[src/rtl/fft_power_accum.sv]
// fft_power_accum: per-bin power (re^2 + im^2) of an FFT output stream, accumulated
// over 2**LOG2_AVG frames and streamed out bin by bin on a valid/ready interface.
// Optional feature macro: FFT_PWR_PEAK_EN adds a peak-bin tracker over the drained spectrum.
module fft_power_accum #(
    parameter int FFT_SIZE   = 16,
    parameter int DATA_WIDTH = 16,
    parameter int LOG2_AVG   = 2,
    localparam int BIN_W = $clog2(FFT_SIZE),
    localparam int POW_W = 2 * DATA_WIDTH
) (
    input  logic                    clk_i,
    input  logic                    rst_ni,
    input  logic                    clear_i,
    input  logic                    fft_in_valid_i,
    input  logic [2*DATA_WIDTH-1:0] fft_in_data_i,
    output logic                    fft_in_ready_o,
    output logic                    pwr_valid_o,
    output logic [POW_W-1:0]        pwr_data_o,
    output logic [BIN_W-1:0]        pwr_bin_o,
    output logic                    pwr_last_o,
    input  logic                    pwr_ready_i,
    output logic                    peak_valid_o,
    output logic [BIN_W-1:0]        peak_bin_o,
    output logic [POW_W-1:0]        peak_pwr_o
);

    localparam int ACC_W = POW_W + LOG2_AVG;
    localparam int FC_W  = (LOG2_AVG > 0) ? LOG2_AVG : 1;
    localparam int AVG_N = 1 << LOG2_AVG;
    localparam logic [BIN_W-1:0] LAST_BIN   = BIN_W'(FFT_SIZE - 1);
    localparam logic [FC_W-1:0]  LAST_FRAME = FC_W'(AVG_N - 1);

    typedef enum logic [1:0] {ACCUM, FLUSH, DRAIN} state_t;

    state_t state, next_state;

    logic [BIN_W-1:0] bin_cnt;
    logic [BIN_W-1:0] drain_bin;
    logic [FC_W-1:0]  frame_cnt;
    logic             flush_cnt;
    logic             ready_q;
    logic             accept;
    logic             last_accept;
    logic             out_fire;

    logic signed [DATA_WIDTH-1:0] in_re;
    logic signed [DATA_WIDTH-1:0] in_im;

    logic                    s1_valid;
    logic                    s1_first;
    logic [BIN_W-1:0]        s1_bin;
    logic signed [POW_W-1:0] s1_rr;
    logic signed [POW_W-1:0] s1_ii;
    logic [POW_W-1:0]        power;

    logic [ACC_W-1:0] acc [FFT_SIZE];

    assign in_re          = fft_in_data_i[2*DATA_WIDTH-1:DATA_WIDTH];
    assign in_im          = fft_in_data_i[DATA_WIDTH-1:0];
    assign fft_in_ready_o = ready_q;
    assign accept         = fft_in_valid_i && ready_q && !clear_i;
    assign last_accept    = accept && (bin_cnt == LAST_BIN) && (frame_cnt == LAST_FRAME);
    assign out_fire       = pwr_valid_o && pwr_ready_i && !clear_i;

    // Both squares are non-negative, so their sum fits POW_W bits when read unsigned
    assign power = $unsigned(s1_rr) + $unsigned(s1_ii);

    // State register
    always_ff @(posedge clk_i or negedge rst_ni) begin
        if (!rst_ni) state <= ACCUM;
        else         state <= next_state;
    end

    // Next-state logic; clear overrides every other event
    always_comb begin
        next_state = state;
        if (clear_i) begin
            next_state = ACCUM;
        end else begin
            case (state)
                ACCUM:   if (last_accept) next_state = FLUSH;
                FLUSH:   if (flush_cnt) next_state = DRAIN;
                DRAIN:   if (out_fire && pwr_last_o) next_state = ACCUM;
                default: next_state = ACCUM;
            endcase
        end
    end

    // Output decode of the drain stream from state and the current drain bin
    always_comb begin
        pwr_valid_o = 1'b0;
        pwr_data_o  = '0;
        pwr_bin_o   = '0;
        pwr_last_o  = 1'b0;
        if (state == DRAIN) begin
            pwr_valid_o = 1'b1;
            pwr_data_o  = POW_W'(acc[drain_bin] >> LOG2_AVG);
            pwr_bin_o   = drain_bin;
            pwr_last_o  = (drain_bin == LAST_BIN);
        end
    end

    // Bin/frame/flush/drain counters and the registered input ready
    always_ff @(posedge clk_i or negedge rst_ni) begin
        if (!rst_ni) begin
            bin_cnt   <= '0;
            frame_cnt <= '0;
            flush_cnt <= 1'b0;
            drain_bin <= '0;
            ready_q   <= 1'b0;
        end else begin
            ready_q <= (next_state == ACCUM);
            if (clear_i) begin
                bin_cnt   <= '0;
                frame_cnt <= '0;
                flush_cnt <= 1'b0;
                drain_bin <= '0;
            end else begin
                if (accept) begin
                    if (bin_cnt == LAST_BIN) begin
                        bin_cnt   <= '0;
                        frame_cnt <= (frame_cnt == LAST_FRAME) ? '0 : frame_cnt + 1'b1;
                    end else begin
                        bin_cnt <= bin_cnt + 1'b1;
                    end
                end
                flush_cnt <= (state == FLUSH) ? ~flush_cnt : 1'b0;
                if (out_fire) drain_bin <= pwr_last_o ? '0 : drain_bin + 1'b1;
            end
        end
    end

    // Stage 1: square both components and tag with bin and first-frame flag
    always_ff @(posedge clk_i or negedge rst_ni) begin
        if (!rst_ni) begin
            s1_valid <= 1'b0;
            s1_first <= 1'b0;
            s1_bin   <= '0;
            s1_rr    <= '0;
            s1_ii    <= '0;
        end else begin
            s1_valid <= accept;
            if (accept) begin
                s1_first <= (frame_cnt == '0);
                s1_bin   <= bin_cnt;
                s1_rr    <= in_re * in_re;
                s1_ii    <= in_im * in_im;
            end
        end
    end

    // Stage 2: accumulate power; the first frame of a set overwrites the old sum
    always_ff @(posedge clk_i or negedge rst_ni) begin
        if (!rst_ni) begin
            for (int i = 0; i < FFT_SIZE; i++) acc[i] <= '0;
        end else if (clear_i) begin
            for (int i = 0; i < FFT_SIZE; i++) acc[i] <= '0;
        end else if (s1_valid) begin
            acc[s1_bin] <= (s1_first ? '0 : acc[s1_bin]) + ACC_W'(power);
        end
    end

`ifdef FFT_PWR_PEAK_EN
    logic [POW_W-1:0] best_pwr;
    logic [BIN_W-1:0] best_bin;
    logic [POW_W-1:0] cand_pwr;
    logic [BIN_W-1:0] cand_bin;
    logic             peak_valid_q;
    logic [BIN_W-1:0] peak_bin_q;
    logic [POW_W-1:0] peak_pwr_q;

    // Running maximum including the bin currently on the output; strict > keeps the lowest bin on ties
    always_comb begin
        cand_pwr = best_pwr;
        cand_bin = best_bin;
        if ((drain_bin == '0) || (pwr_data_o > best_pwr)) begin
            cand_pwr = pwr_data_o;
            cand_bin = drain_bin;
        end
    end

    // Peak tracker and held result, published the cycle after the last drain handshake
    always_ff @(posedge clk_i or negedge rst_ni) begin
        if (!rst_ni) begin
            best_pwr     <= '0;
            best_bin     <= '0;
            peak_valid_q <= 1'b0;
            peak_bin_q   <= '0;
            peak_pwr_q   <= '0;
        end else if (clear_i) begin
            best_pwr     <= '0;
            best_bin     <= '0;
            peak_valid_q <= 1'b0;
            peak_bin_q   <= '0;
            peak_pwr_q   <= '0;
        end else begin
            peak_valid_q <= 1'b0;
            if (out_fire) begin
                best_pwr <= cand_pwr;
                best_bin <= cand_bin;
                if (pwr_last_o) begin
                    peak_valid_q <= 1'b1;
                    peak_bin_q   <= cand_bin;
                    peak_pwr_q   <= cand_pwr;
                end
            end
        end
    end

    assign peak_valid_o = peak_valid_q;
    assign peak_bin_o   = peak_bin_q;
    assign peak_pwr_o   = peak_pwr_q;
`else
    assign peak_valid_o = 1'b0;
    assign peak_bin_o   = '0;
    assign peak_pwr_o   = '0;
`endif

endmodule

[config.mk]
export PLATFORM = sky130hd
export DESIGN_NAME = fft_power_accum
export DESIGN_NICKNAME = d
export VERILOG_FILES = /design/src/rtl/fft_power_accum.sv
export SDC_FILE = /design/constraint.sdc
export NUM_CORES = 2
export LEC_CHECK = 0
export ABC_AREA = 1
export BUFFER_PORTS_ARGS = -buffer_cell sky130_fd_sc_hd__buf_2
export CORE_MARGIN = 2
export CORE_UTILIZATION = 40
export DETAILED_ROUTE_END_ITERATION = 10
export GPL_ROUTABILITY_DRIVEN = 0
export PLACE_DENSITY = 0.53
export SLEW_MARGIN = 10
export SYNTH_ARGS = -nofsm -noshare
export SYNTH_HDL_FRONTEND = slang
export SYNTH_SLANG_ARGS = --single-unit
export TNS_END_PERCENT = 1
[constraint.sdc]
create_clock -name clk_i -period 4.9 [get_ports clk_i]
set_input_delay 0.98 -clock clk_i [delete_from_list [all_inputs] [get_ports clk_i]]
set_output_delay 0.98 -clock clk_i [all_outputs]
set_load 0.03 [all_outputs]
==> metrics <==
multi-input logic area=about 0.033 sq mm; TritonCTS Buffers=75; final setup vio count=between 40 and 50; cells after synthesis=between 6,000 and 7,000; Slew @ Worst Pin=roughly 0.88 ns; I/O pins=113; number of synthesized flops with an enable pin=0; register area share after synthesis=between 20% and 30%; Yosys top cell area share=around 29%; global-route wire length before repair=309 mm; Reg2Reg Depth=18; largest net degree at the start of global routing=162; worst rel slew slack=41.1%; Clock Tree Root=clkbuf_16; synth cell count leaders=inv_1 (1,272), nand2_1 (1,081), dfrtp_1 (626), o21ai_0 (524), nand3_1 (512); Critical Path Start Type=input pin; leading area contributor after synthesis=dfrtp_1; Most used DFF post-synth=dfrtp_1; placed insts=8,883; final net count=approximately 8,000; final worst slack=-0.417 ns; Avg WL per Cell=approximately 22 microns; input/output buffers=75; fin. max-slew vios=0; hold-fix buffers at CTS=0; total stage count of the critical path=20; Worst-path clk slew=around 0.06 ns; count leader, synth=inv_1; crit path cell chain=clkbuf_16 > nand2_8 > inv_2 > fa_2 > fa_2 > buf_4 > fa_1 > fa_1 > fa_1 > inv_1 > fa_1 > inv_1 > ha_4 > a21oi_4 > o21ai_2 > a21oi_2 > nand3_1 > or2_2 > nand3_1 > nand2_1; global-route usage over all layers=between 20% and 30%; HP Class=input pin to async pin; Fmax=around 190 MHz; synth warn=0; initial antenna violation count=1; Clock Sinks=626; mapped cell area=about 0.054 sq mm; Required @ worst endpoint=roughly 5.5 ns; Core Area=0.134 sq mm; Initial Util=between 40% and 50%; die area=around 0.14 sq mm; syn avg cell area=slightly below 8 sq um; Pre-antenna DRT Iters=8; Post-Layout Cell Count=between 9,000 and 10,000; CTS tree=yes; max-cap viol count=0; FF+latch count, synth=around 630; Die H=approximately 370 microns; Vias/cell=about 5.6; slowest cell delay on critical path=around 0.66 ns; buffers and inverters on the worst path=5; unique cell type count in the Yosys netlist=a little under 60; antenna-violating nets left=0; Hold Vio Cnt, Final=0; Die X=roughly 370 microns; routed wire length=between 200 and 250 mm; critical path type=input pin to flop; Storage cell area=~0.016 sq mm; FP Rows=approximately 130; Synth area leaders=dfrtp_1 (29%), fa_1 (17%), inv_1 (8.8%); share of layout cells above drive strength 1=16.4%; Area Overhead vs Synth=18.9%; vias in the first global route=51,200; clk_lat worst skew=a little under 0.7 ns; CP dominant cell by count=fa_1; remaining global-route overflow=0; failing checks=setup timing; Fill cells=roughly 13,000; Crit path max-delay family=adder cells; Residual DRC=0; CTS Buffer Depth=3; CP Max Fanout=5; Tcrit/Tclk final=109%; RSZ-0062 raised after global routing=yes; Via Count=~51,000; Final Critical Period=between 5 and 6 ns; Worst Skew=around 0.029 ns; Worst path slowest cell=fa_2; number of DRC markers in iteration 0=~4,800; CP Capture Type=flop; FF-to-FF setup slack=between 0.2 and 0.3 ns; post-DP HPWL=about 140 mm; CTS H-Tree Depth=3; worst r2r src=s1_ii[2]; status=finished, violations left; r2r endpoint=acc[463]; asr flop ratio synth=100%; Worst EP arrival=about 5.9 ns
[stage by stage]
stage | setup TNS [ns] | setup slack (ns) | utilization (%) | hold WS (ns) | instance area [sq um]
floorplan | -36.50 | -0.938 | - | 0.446 | 54700
global placement | -58.85 | -1.45 | 44.7 | 0.470 | 59900
detailed placement | -59.83 | -1.43 | 44.7 | 0.483 | 59900
CTS | -12.64 | -0.373 | 47.6 | 0.273 | 63600
global route | -21.70 | -0.600 | 48.1 | 0.288 | 64300
finish | -12.42 | -0.417 | 48.1 | 0.259 | 64300
[routing by layer]
metal	share of wire [%]	vias up	global-route usage, %
met5	0	-	0
met4	4.1	0	11.1
met3	8.4	514	5.37
met2	47	2223	48.8
met1	40	25000	37.5
li1	-	23100	-
[cell families (layout without fill, tap and decap cells)]
logic type / Yosys count / in the layout / share of synthesized area [%]
AOI/OAI and AO/OA: 1667 / 1667 / 17.7
xor gates and xnor gates: 95 / 95 / 1.58
adders and majority gates: 712 / 712 / 23.0
buffers and inverters: 1746 / 2113 / 12.7
DFF: 626 / 626 / 28.9
other: 1 / 38 / 0.00693
and+or+nand+nor: 2040 / 2040 / 16.1
[worst reg2reg max path: cells and delay by family (launching register included)]
family	cells	cell delay [ns]
fa+ha+maj	3	1.06
compound gates	5	0.91
simple gates	9	1.81
flops	1	0.43
xor+xnor	1	0.29
[sequential cells by signal, indices dropped and copies added, names as in the netlist]
register	flops
drain_bin	4
acc	544
s1_valid	1
fft_in_ready_o	1
s1_first	1
bin_cnt	4
frame_cnt	2
flush_cnt	1
s1_ii	31
s1_rr	31
state	2
s1_bin	4
[cells in the final DEF (no fill, tap or decap), types with 18 or more instances in the layout]
cell type | synthesis | layout
nand3_1 | 512 | 499
nand2_1 | 1081 | 1024
o211ai_1 | 23 | 23
dfrtp_1 | 626 | 622
inv_1 | 1272 | 1236
clkbuf_1 | 279 | 24
nor2_1 | 293 | 236
nand4_1 | 44 | 44
xor2_1 | 50 | 49
clkbuf_8 | 0 | 18
a21oi_2 | 1 | 33
buf_4 | 53 | 533
o221ai_1 | 25 | 25
a41oi_1 | 24 | 22
nand2_2 | 6 | 47
buf_2 | 75 | 44
o21ai_0 | 524 | 481
o22ai_1 | 462 | 462
nor2_4 | 2 | 23
xnor2_1 | 42 | 40
ha_1 | 240 | 193
or2_2 | 26 | 27
fa_2 | 0 | 24
clkbuf_16 | 0 | 77
inv_2 | 24 | 55
conb_1 | 1 | 37
fa_1 | 472 | 448
buf_6 | 1 | 40
ha_4 | 0 | 46
nor3_1 | 30 | 19
nor2_2 | 19 | 55
o21ai_1 | 74 | 103
a21oi_1 | 367 | 329
buf_12 | 0 | 41
a22oi_1 | 82 | 82
[final cells by class]
cell class	count	share of cell area [%]
flip-flops and latches	626	24.4
clock inverters	21	0.451
repair buffers	666	8.78
well taps	1768	3.44
diodes	1	0.00389
inverters	1309	7.68
clock buffers	117	3.44
multi-input cells	4551	51.8
[timing repair]
action	CTS	global route
endpoints found under the setup margin	47	86
setup buffers	13	22
cloned	0	2
pin swaps	86	83
resized for setup	293	146
[worst max-delay path by stage]
stage / start / to / slack [ns]
after detailed placement: fft_in_data_i[21] / s1_rr[23] / -1.43
after CTS: fft_in_data_i[19] / s1_rr[22] / -0.37
final: fft_in_data_i[31] / s1_rr[23] / -0.42
after global placement: fft_in_data_i[9] / s1_ii[20] / -1.45
after global routing: fft_in_data_i[22] / s1_rr[31] / -0.60
after floorplan: fft_in_data_i[19] / s1_rr[28] / -0.94
Power is left out: the tool's default activity adds up to more than one toggle a clock period on the data nets, which glitch-free logic cannot reach.
